## src/rtl/uart_8250_rx_if.sv

```systemverilog
// uart_8250_rx_if: register/bus front-end signals of the 8250 receive path
//   master: front end (drives DIVISOR_I, LCR_I, TRIG_I, FLUSH_I, RD_I, LSR_RD_I)
//   slave : receiver  (drives DATA_O, LEVEL_O, DR_O, OE_O, PE_O, FE_O, BI_O, TIMEOUT_O, INT_O)
interface uart_8250_rx_if;
  logic [15:0] DIVISOR_I;
  logic [7:0] LCR_I;
  logic [1:0] TRIG_I;
  logic FLUSH_I, RD_I, LSR_RD_I;
  logic [7:0] DATA_O, LEVEL_O;
  logic DR_O, OE_O, PE_O, FE_O, BI_O, TIMEOUT_O, INT_O;
  modport master (
    output DIVISOR_I, LCR_I, TRIG_I, FLUSH_I, RD_I, LSR_RD_I,
    input DATA_O, LEVEL_O, DR_O, OE_O, PE_O, FE_O, BI_O, TIMEOUT_O, INT_O
  );
  modport slave (
    input DIVISOR_I, LCR_I, TRIG_I, FLUSH_I, RD_I, LSR_RD_I,
    output DATA_O, LEVEL_O, DR_O, OE_O, PE_O, FE_O, BI_O, TIMEOUT_O, INT_O
  );
endinterface

```

## src/rtl/uart_8250_rx.sv

```systemverilog
// uart_8250_rx: 16x-oversampled 8250 receiver with error-flagged RX FIFO and interrupt sources
//   CLK_I clock, RST_I async active-low reset, RX_I async serial input (idle high)
//   bus (slave): divisor/LCR/trigger/flush/read controls in; head data, flags, level, DR/OE, timeout, INT out
module uart_8250_rx #(
  parameter int FIFO_DEPTH = 32,
  parameter int TIMEOUT_TICKS = 640
) (
  input logic CLK_I,
  input logic RST_I,
  input logic RX_I,
  uart_8250_rx_if.slave bus
);
  localparam int AW = $clog2(FIFO_DEPTH);
  localparam int TW = $clog2(TIMEOUT_TICKS + 1);
  localparam logic [TW-1:0] TO_MAX = TW'(TIMEOUT_TICKS);
  typedef enum logic [2:0] {IDLE, START, DATA, PARITY, STOP} state_t;
  state_t state, nstate;
  logic rx_s1, rx_s2, tick, push, bi, pe, par_bit;
  logic [15:0] tick_cnt, div_m1;
  logic [3:0] smp;
  logic [2:0] bit_cnt;
  logic [7:0] data_q;
  logic [3:0] lcr_q;
  logic [10:0] push_word, head;
  logic [10:0] mem [FIFO_DEPTH];
  logic [AW:0] wp, rp, level;
  logic empty, full, do_pop, do_push, overrun, oe, irq;
  logic [TW-1:0] to_cnt;
  logic [7:0] trig_raw, trig_lvl;
  logic unused;
  assign unused = &{1'b0, bus.LCR_I[7:5], bus.LCR_I[2]};
  always_ff @(posedge CLK_I or negedge RST_I)
    if (!RST_I) begin
      rx_s1 <= 1'b1;
      rx_s2 <= 1'b1;
    end else begin
      rx_s1 <= RX_I;
      rx_s2 <= rx_s1;
    end
  // >= rather than == so a divisor shrunk below the current count wraps at once
  assign div_m1 = (bus.DIVISOR_I == 16'd0) ? 16'd0 : bus.DIVISOR_I - 16'd1;
  assign tick = tick_cnt >= div_m1;
  always_ff @(posedge CLK_I or negedge RST_I)
    if (!RST_I) tick_cnt <= '0;
    else tick_cnt <= tick ? 16'd0 : tick_cnt + 16'd1;
  always_ff @(posedge CLK_I or negedge RST_I)
    if (!RST_I) state <= IDLE;
    else state <= nstate;
  // lcr_q = {even, parity_en, wl[1:0]}; last data bit index is 4 + wl
  always_comb begin
    nstate = state;
    if (tick)
      case (state)
        IDLE: nstate = rx_s2 ? IDLE : START;
        START: nstate = smp != 4'd7 ? START : rx_s2 ? IDLE : DATA;
        DATA: nstate = (smp != 4'd15 || bit_cnt != {1'b1, lcr_q[1:0]}) ? DATA : lcr_q[2] ? PARITY : STOP;
        PARITY: nstate = smp == 4'd15 ? STOP : PARITY;
        STOP: nstate = smp == 4'd15 ? IDLE : STOP;
        default: nstate = IDLE;
      endcase
  end
  always_comb begin
    push = tick && state == STOP && smp == 4'd15;
    bi = data_q == 8'd0 && !par_bit && !rx_s2;
    pe = lcr_q[2] && ((^data_q ^ par_bit) == lcr_q[3]);
    push_word = {bi, !rx_s2, pe, data_q};
  end
  // sample counter wraps 15->0 naturally, giving one sample per bit after START re-centres it
  always_ff @(posedge CLK_I or negedge RST_I)
    if (!RST_I) begin
      smp <= '0;
      bit_cnt <= '0;
      data_q <= '0;
      par_bit <= 1'b0;
      lcr_q <= '0;
    end else if (tick) begin
      smp <= (state == IDLE || (state == START && smp == 4'd7)) ? 4'd0 : smp + 4'd1;
      if (state == START && smp == 4'd7) begin
        lcr_q <= {bus.LCR_I[4:3], bus.LCR_I[1:0]};
        data_q <= '0;
        par_bit <= 1'b0;
        bit_cnt <= '0;
      end
      if (state == DATA && smp == 4'd15) begin
        data_q[bit_cnt] <= rx_s2;
        bit_cnt <= bit_cnt + 3'd1;
      end
      if (state == PARITY && smp == 4'd15) par_bit <= rx_s2;
    end
  assign empty = wp == rp;
  assign full = wp == {~rp[AW], rp[AW-1:0]};
  assign do_pop = bus.RD_I && !empty;
  assign do_push = push && (!full || do_pop);
  assign overrun = push && full && !do_pop;
  assign level = wp - rp;
  assign head = mem[rp[AW-1:0]];
  always_ff @(posedge CLK_I or negedge RST_I)
    if (!RST_I) begin
      wp <= '0;
      rp <= '0;
      oe <= 1'b0;
    end else if (bus.FLUSH_I) begin
      wp <= '0;
      rp <= '0;
      oe <= 1'b0;
    end else begin
      if (do_push) wp <= wp + 1'b1;
      if (do_pop) rp <= rp + 1'b1;
      oe <= overrun || (oe && !bus.LSR_RD_I);
    end
  always_ff @(posedge CLK_I)
    if (do_push && !bus.FLUSH_I) mem[wp[AW-1:0]] <= push_word;
  always_ff @(posedge CLK_I or negedge RST_I)
    if (!RST_I) to_cnt <= '0;
    else if (push || do_pop || bus.FLUSH_I || empty) to_cnt <= '0;
    else if (tick && state == IDLE && to_cnt != TO_MAX) to_cnt <= to_cnt + 1'b1;
  assign trig_raw = bus.TRIG_I == 2'd0 ? 8'd1 : bus.TRIG_I == 2'd1 ? 8'd4 : bus.TRIG_I == 2'd2 ? 8'd8 : 8'd14;
  assign trig_lvl = trig_raw > 8'(FIFO_DEPTH) ? 8'(FIFO_DEPTH) : trig_raw;
  always_ff @(posedge CLK_I or negedge RST_I)
    if (!RST_I) irq <= 1'b0;
    else irq <= (bus.LEVEL_O >= trig_lvl) || bus.TIMEOUT_O || oe || (bus.DR_O && (bus.PE_O || bus.FE_O || bus.BI_O));
  assign bus.DATA_O = empty ? 8'd0 : head[7:0];
  assign bus.PE_O = !empty && head[8];
  assign bus.FE_O = !empty && head[9];
  assign bus.BI_O = !empty && head[10];
  assign bus.LEVEL_O = 8'(level);
  assign bus.DR_O = !empty;
  assign bus.OE_O = oe;
  assign bus.TIMEOUT_O = to_cnt == TO_MAX;
  assign bus.INT_O = irq;
endmodule

```

## src/flat_wrapper.sv

```systemverilog
// flat-port wrapper written by rule: the top's interface ports become plain ports
module uart_8250_rx_flat 
#(
  parameter int FIFO_DEPTH = 32,
  parameter int TIMEOUT_TICKS = 640
)
  (CLK_I, RST_I, RX_I, bus_DIVISOR_I, bus_LCR_I, bus_TRIG_I, bus_FLUSH_I, bus_RD_I, bus_LSR_RD_I, bus_DATA_O, bus_LEVEL_O, bus_DR_O, bus_OE_O, bus_PE_O, bus_FE_O, bus_BI_O, bus_TIMEOUT_O, bus_INT_O);
  uart_8250_rx_if bus_i ();
  input logic CLK_I;
  input logic RST_I;
  input logic RX_I;
  input wire logic [$bits(bus_i.DIVISOR_I)-1:0] bus_DIVISOR_I;
  input wire logic [$bits(bus_i.LCR_I)-1:0] bus_LCR_I;
  input wire logic [$bits(bus_i.TRIG_I)-1:0] bus_TRIG_I;
  input wire logic [$bits(bus_i.FLUSH_I)-1:0] bus_FLUSH_I;
  input wire logic [$bits(bus_i.RD_I)-1:0] bus_RD_I;
  input wire logic [$bits(bus_i.LSR_RD_I)-1:0] bus_LSR_RD_I;
  output wire logic [$bits(bus_i.DATA_O)-1:0] bus_DATA_O;
  output wire logic [$bits(bus_i.LEVEL_O)-1:0] bus_LEVEL_O;
  output wire logic [$bits(bus_i.DR_O)-1:0] bus_DR_O;
  output wire logic [$bits(bus_i.OE_O)-1:0] bus_OE_O;
  output wire logic [$bits(bus_i.PE_O)-1:0] bus_PE_O;
  output wire logic [$bits(bus_i.FE_O)-1:0] bus_FE_O;
  output wire logic [$bits(bus_i.BI_O)-1:0] bus_BI_O;
  output wire logic [$bits(bus_i.TIMEOUT_O)-1:0] bus_TIMEOUT_O;
  output wire logic [$bits(bus_i.INT_O)-1:0] bus_INT_O;
  assign bus_i.DIVISOR_I = bus_DIVISOR_I;
  assign bus_i.LCR_I = bus_LCR_I;
  assign bus_i.TRIG_I = bus_TRIG_I;
  assign bus_i.FLUSH_I = bus_FLUSH_I;
  assign bus_i.RD_I = bus_RD_I;
  assign bus_i.LSR_RD_I = bus_LSR_RD_I;
  assign bus_DATA_O = bus_i.DATA_O;
  assign bus_LEVEL_O = bus_i.LEVEL_O;
  assign bus_DR_O = bus_i.DR_O;
  assign bus_OE_O = bus_i.OE_O;
  assign bus_PE_O = bus_i.PE_O;
  assign bus_FE_O = bus_i.FE_O;
  assign bus_BI_O = bus_i.BI_O;
  assign bus_TIMEOUT_O = bus_i.TIMEOUT_O;
  assign bus_INT_O = bus_i.INT_O;
  uart_8250_rx #(.FIFO_DEPTH(FIFO_DEPTH), .TIMEOUT_TICKS(TIMEOUT_TICKS)) u_core (.CLK_I(CLK_I), .RST_I(RST_I), .RX_I(RX_I), .bus(bus_i));
endmodule
```

## config.mk

```make
export PLATFORM = sky130hd
export DESIGN_NAME = uart_8250_rx_flat
export DESIGN_NICKNAME = d
export VERILOG_FILES = /design/src/rtl/uart_8250_rx_if.sv /design/src/rtl/uart_8250_rx.sv /design/src/flat_wrapper.sv
export SDC_FILE = /design/constraint.sdc
export NUM_CORES = 1
export LEC_CHECK = 0
export ABC_CLOCK_PERIOD_IN_PS = 10100
export CAP_MARGIN = 10
export CORE_MARGIN = 5
export CORE_UTILIZATION = 24
export DETAILED_ROUTE_END_ITERATION = 7
export GPL_TIMING_DRIVEN = 0
export SYNTH_ARGS = -nofsm -noshare
export SYNTH_HDL_FRONTEND = slang
export SYNTH_SLANG_ARGS = --single-unit
export TNS_END_PERCENT = 50
```

## constraint.sdc

```tcl
create_clock -name CLK_I -period 10.1 [get_ports CLK_I]
set_input_delay 2.02 -clock CLK_I [delete_from_list [all_inputs] [get_ports CLK_I]]
set_output_delay 2.02 -clock CLK_I [all_outputs]
set_load 0.01 [all_outputs]
```

# Yosys cells after proc, flatten, opt, wreduce, memory -nomap -nowiden
# Memory sizes are Yosys's and may differ from the RTL's.
# Cells that the tools add are included.
totals:
  output_inout_bits: 23
  mem_count: 1
  register_bits: 65
  elab_cells: 134
  input_bits: 32
  mem_bits_rw: 352
mem_list:
  columns: ["memory", "depth", "word_bits", "rd", "rd_ports_with_merged_regs", "wr", "line_no", "source"]
  rows:
  - ["u_core.mem", 32, 11, 1, 0, 1, "uart_8250_rx.sv:25", "logic [10:0] mem [FIFO_DEPTH];"]
classes:
  magnitude_cmp: 5
  n_reduce_logical: 53
  muxes: 35
  bitwise_logic: 2
  n_addsub: 8
  n_eq_ne: 16
ops:
  columns: ["op", "n"]
  rows:
  - ["8-bit two-way mux", 7]
  - ["16-bit two-way mux", 2]
  - ["3-bit two-way mux", 8]
  - ["6-bit two-way mux", 4]
  - ["1-bit logical AND", 21]
  - ["10-bit two-way mux", 2]
  - ["16-bit by 1-bit adder with 16-bit output, second input constant", 1]
  - ["16-bit greater-or-equal comparator", 1]
  - ["16-bit zero test", 1]
  - ["16-bit by 1-bit subtractor with 16-bit output, second input constant", 1]
  - ["3-bit one-hot mux with 5 select lines", 1]
  - ["6-bit by 1-bit adder with 6-bit output, second input constant", 2]
  - ["6-bit equality test", 2]
  - ["1-bit logical OR", 12]
  - ["10-bit by 1-bit adder with 10-bit output, second input constant", 1]
  - ["10-bit equality test, second input constant", 1]
  - ["10-bit inequality test, second input constant", 1]
  - ["2-bit nonzero test", 5]
  - ["8-bit bitwise mux", 1]
  - ["6-bit by 8-bit greater-or-equal comparator with 1-bit output", 1]
  - ["8-bit by 6-bit > comparator with 1-bit output, second input constant", 1]
  - ["8-bit zero test", 1]
  - ["8-bit parity", 1]
  - ["1-bit zero test", 7]
  - ["other kinds (25)", 34]

# Depth between registers and ports, before layout
depth:
  depth_word: 10
  depth_mapped: 16

# Worst setup path before layout
# OpenSTA, ideal clock, no wires.
synth_path:
  kind: "input-to-reg"
  startpoint: "input port bus_DIVISOR_I[5]"
  endpoint: "memory u_core.mem[0][0], enable pin"
  stages: 15
  required_ns: 9.722
  arrival_time_ns: 5.545
  path_slack_ns: 4.177
  cell_sequence: "or4_1 -> nor3_1 -> nand2_1 -> nor3_1 -> xor2_1 -> nand2_1 -> ha_1 -> and4_1 -> o211ai_1 -> o32a_1 -> buf_2 -> a21oi_1 -> buf_4 -> nand4b_2 -> nor2_1"
synth_between:
  elab_chain_len: 9
  word_cells_on_any_way: 10
  cone_classes: "add/sub (1); order compare (1); mux (3); reduce/logical (5)"
synth_rtl:
  columns: ["element", "line_no", "source"]
  rows:
  - ["start: declaration", "flat_wrapper.sv:12", "input wire logic [$bits(bus_i.DIVISOR_I)-1:0] bus_DIVISOR_I;"]
  - ["16-bit by 1-bit subtractor with 16-bit output / 16-bit zero test (equally long branches)", "uart_8250_rx.sv:41", "assign div_m1 = (bus.DIVISOR_I == 16'd0) ? 16'd0 : bus.DIVISOR_I - 16'd1;"]
  - ["16-bit two-way mux (*)", "uart_8250_rx.sv:41", null]
  - ["16-bit greater-or-equal comparator (*)", "uart_8250_rx.sv:42", "assign tick = tick_cnt >= div_m1;"]
  - ["1-bit logical AND (*) (2 in a row)", "uart_8250_rx.sv:63", "push = tick && state == STOP && smp == 4'd15;"]
  - ["1-bit logical AND (*)", "uart_8250_rx.sv:93", "assign do_push = push && (!full || do_pop);"]
  - ["1-bit logical AND (*)", "uart_8250_rx.sv:112", "if (do_push && !bus.FLUSH_I) mem[wp[AW-1:0]] <= push_word;"]
  - ["1-bit two-way mux (*)", "uart_8250_rx.sv:112", null]
  - ["1-bit two-way mux (implied by the code) (*)", "uart_8250_rx.sv:112", null]
  - ["end: declaration", "uart_8250_rx.sv:25", null]
# Every way passes the cells marked *; elsewhere a longest branch is shown, timed or not.

# Worst setup path after layout
layout_path:
  startpoint: "input port bus_DIVISOR_I[5]"
  endpoint: "memory u_core.mem[6][0], enable pin"
# Same word-level chain as after synthesis.

==> flow_metrics.env <==
export IMPL_synth_area_sq_um=18100
export IMPL_grt_pass1_vias=10200
export IMPL_multi_input_area_sq_um=5550
export IMPL_synth_fa_ha_area_frac=0.0294
export IMPL_fmax_ghz=0.147
export IMPL_p_seq_frac=0.526
export IMPL_post_route_period_util=0.673
export IMPL_track_usage=0.101
export IMPL_vias=10200
export IMPL_finalWirelength_um=41700
export IMPL_area_growth_syn_to_layout_pct=18.4
export IMPL_synthSimpleGateAreaFrac=0.0787
export IMPL_synth_edf_count=352
export IMPL_power_switching_uw=782
export IMPL_start_kind="input port"
export IMPL_synth_cell_types=67
export IMPL_synth_main_ff_cell="edfxtp_1"
export IMPL_dieArea_sq_um=81100
export IMPL_gp_congestion=0.831
export IMPL_vdd_drop_max_uv=102
export IMPL_status="complete, no violations"
export IMPL_clk_pin_slew_worst_paths_ps=60
export IMPL_fin_nets=1299
export IMPL_htree_levels=2
export IMPL_clockBufferDepth=3
export IMPL_cts_tree="done"
export IMPL_hold_buffers=0
export IMPL_first_pass_iters=6
export IMPL_finalCriticalPeriod_ps=6800
export IMPL_placed_cells=2137
export IMPL_synth_top_family_by_area="multiplexers"
export IMPL_rows=100
export IMPL_synth_area_leaders="edfxtp_1, mux4_2, dfrtp_1"
export IMPL_fin_worst_skew_ps=14.3
export IMPL_wl_per_cell_um=18.7
export IMPL_clkSinkCount=417
export IMPL_setup_viol=0
export IMPL_seq_area_sq_um=12200
export IMPL_synth_seq_cells=417
export IMPL_initial_core_util=0.242
export IMPL_rsz0062_at_grt="false"
export IMPL_critPathRequiredTime_ps=10280
export IMPL_ys_top_cells_by_count="edfxtp_1, mux4_2, nor2_1"
export IMPL_chipWidth_um=285
export IMPL_fillCellCount=7318
export IMPL_cts_setup_buffers=0
export IMPL_synthMuxAreaShare=0.132
export IMPL_maxSlewHeadroom=0.175
export IMPL_switching_share=0.216
export IMPL_avgViaCountPerCell=4.56
export IMPL_yosys_warnings=0
export IMPL_numCtsBuffers=44
export IMPL_antenna_cells=0
export IMPL_reg2regPathDepth=13
export IMPL_slowest_stage="nor2_1"
export IMPL_hold_class="reg -> reg"
export IMPL_drive_gt1_frac=0.168
export IMPL_crit_path_cell_trace="clkdlybuf4s50_1 > or4_1 > nor3_1 > nand2_1 > nor3_1 > xor2_1 > nand2_1 > ha_1 > and4_1 > o211ai_1 > o32a_1 > buf_2 > a21oi_1 > buf_4 > nand4b_2 > nor2_1"
export IMPL_synth_compound_area_share=0.0415
export IMPL_slew_violations=0
export IMPL_final_setup_tns_ps=0
export IMPL_min_path_cells=0
export IMPL_comb_power_share=0.039
export IMPL_grt_overflow_total=0
export IMPL_grt_max_degree=66
export IMPL_yosysTopAreaCell="edfxtp_1"
export IMPL_drtAntennaViolNets=0
export IMPL_synth_xor_xnor_area_share=0.0242
export IMPL_cts_resized=0
export IMPL_final_hold_viol_count=0
export IMPL_drc_errors=0
export IMPL_async_flop_share=0.156
export IMPL_drv_cap=0
export IMPL_stdcell_count=2229
export IMPL_hpwlAfterDp_um=28100
export IMPL_grt_pass1_wl_um=63300
export IMPL_arrival_ps=6980
export IMPL_die_h_um=285
export IMPL_crit_type="in -> reg"
export IMPL_power_per_cell_area_nw_per_um2=169
export IMPL_io_pins=55
export IMPL_drtIter0Drc=1006
export IMPL_synthCells=1117
export IMPL_cp_slowest_stage_delay_ps=1050
export IMPL_cts_root_buffer="clkbuf_16"
export IMPL_crit_path_end_kind="flip-flop"
export IMPL_clkPwrFrac=0.434
export IMPL_worstPathMaxFanout=11
export IMPL_internal_power_uw=2830
export IMPL_yosysTopAreaCellShare=0.584
export IMPL_avgSynthCellArea_sq_um=16.2
export IMPL_ys_seq_area_frac=0.673
export IMPL_worstSkewPairLatency_ps=570
export IMPL_core_area_sq_um=74700
export IMPL_cellLeakagePower_uw=0.00679
export IMPL_antenna_found_initial=2
export IMPL_max_slew_worst_pin_slew_ps=1230
export IMPL_synth_most_common_cell="edfxtp_1"
export IMPL_io_buffers=47
## area by class of cell
cell class / instances / area share
buffer: 53 / 0.0123
sequential: 417 / 0.569
multi-input combinational: 620 / 0.259
inverter: 28 / 0.00490
clock buffer: 51 / 0.0536
tap: 969 / 0.0565
timing repair buffer: 61 / 0.0335
clock inverter: 30 / 0.0117
## kinds of logic (layout without fill, tap and decap cells)
family / Yosys count / in the layout
buffers and inverters: 81 / 223
adders and majority gates: 42 / 42
DFF: 417 / 417
and+or+nand+nor: 287 / 287
other: 1 / 2
AOI/OAI and AO/OA: 123 / 123
muxes: 116 / 116
xor gates and xnor gates: 50 / 50
## registers in the layout, indices dropped and copies added (netlist names), 3 cells and up
register	count
u_core.to_cnt	10
u_core.lcr_q	4
u_core.tick_cnt	16
u_core.bit_cnt	3
u_core.smp	4
u_core.state	3
u_core.data_q	8
u_core.mem	352
u_core.wp	6
u_core.rp	6
## worst paths after layout
path / start / endpoint / slack [ps]
max: bus_DIVISOR_I[5] / u_core.mem[6][0] / 3300
min in group asynchronous: RST_I / u_core.tick_cnt[4] / 1460
min reg2reg: u_core.rx_s1 / u_core.rx_s2 / 360
max reg2reg: u_core.rp[2] / u_core.bus.INT_O / 5090
max in group asynchronous: RST_I / u_core.rx_s2 / 8340
min: u_core.rx_s1 / u_core.rx_s2 / 360
## per-layer routing
metal	global-route usage	vias to the layer above	share of wire
met5	0	-	0.00065
met4	0.0274	4	0.017
met3	0.0199	54	0.073
met2	0.154	332	0.46
met1	0.147	5181	0.45
li1	-	4588	-
## cells in the final DEF (no fill, tap or decap), types with 7 or more instances in the layout
master / netlist / final
edfxtp_1: 352 / 352
mux4_2: 98 / 98
nor2_1: 87 / 87
nand2_1: 71 / 71
dfrtp_1: 63 / 63
a21oi_1: 49 / 49
clkdlybuf4s50_1: 0 / 46
clkbuf_16: 0 / 45
ha_1: 41 / 41
xnor2_1: 32 / 32
inv_1: 27 / 27
o21ai_0: 26 / 26
clkbuf_1: 19 / 25
nand3_1: 25 / 25
xor2_1: 18 / 18
nor3_1: 16 / 16
nand4_1: 16 / 16
buf_2: 14 / 14
clkinv_1: 0 / 14
buf_1: 13 / 13
mux2i_1: 13 / 13
and3_1: 13 / 13
or3_1: 7 / 7
and2_1: 7 / 7
buf_6: 2 / 7
buf_4: 4 / 7
clkinv_2: 0 / 7
## worst max-delay path, delay by kind of cell
kind                     cells  cell delay, ps
AND/OR/NAND/NOR              8            2980
XOR/XNOR                     1             180
adder cells (fa/ha/maj)      1             310
buffers and inverters        3             850
AO/OA/AOI/OAI                3             610
## through the flow
stage | utilization | cell area, sq um | total power [uW] | setup slack (ps) | hold slack (ps)
2_1_floorplan | - | 18100 | 2020 | 4180 | 345
3_3_place_gp | 0.265 | 19800 | 2070 | 2660 | 349
3_5_place_dp | 0.266 | 19800 | 2080 | 2600 | 349
4_1_cts | 0.284 | 21200 | 3650 | 3200 | 358
5_1_grt | 0.287 | 21400 | 3750 | 3000 | 363
6_report | 0.287 | 21400 | 3610 | 3300 | 356
## power groups by stage
stage          combinational [uW]  sequential [uW]  clock (uW)
3_3_place_gp                  138             1940           0
3_5_place_dp                  144             1940           0
4_1_cts                       145             1900        1600
5_1_grt                       166             1910        1680
2_1_floorplan                94.2             1930           0
6_report                      142             1900        1570
Power figures use the tool's default switching activity.
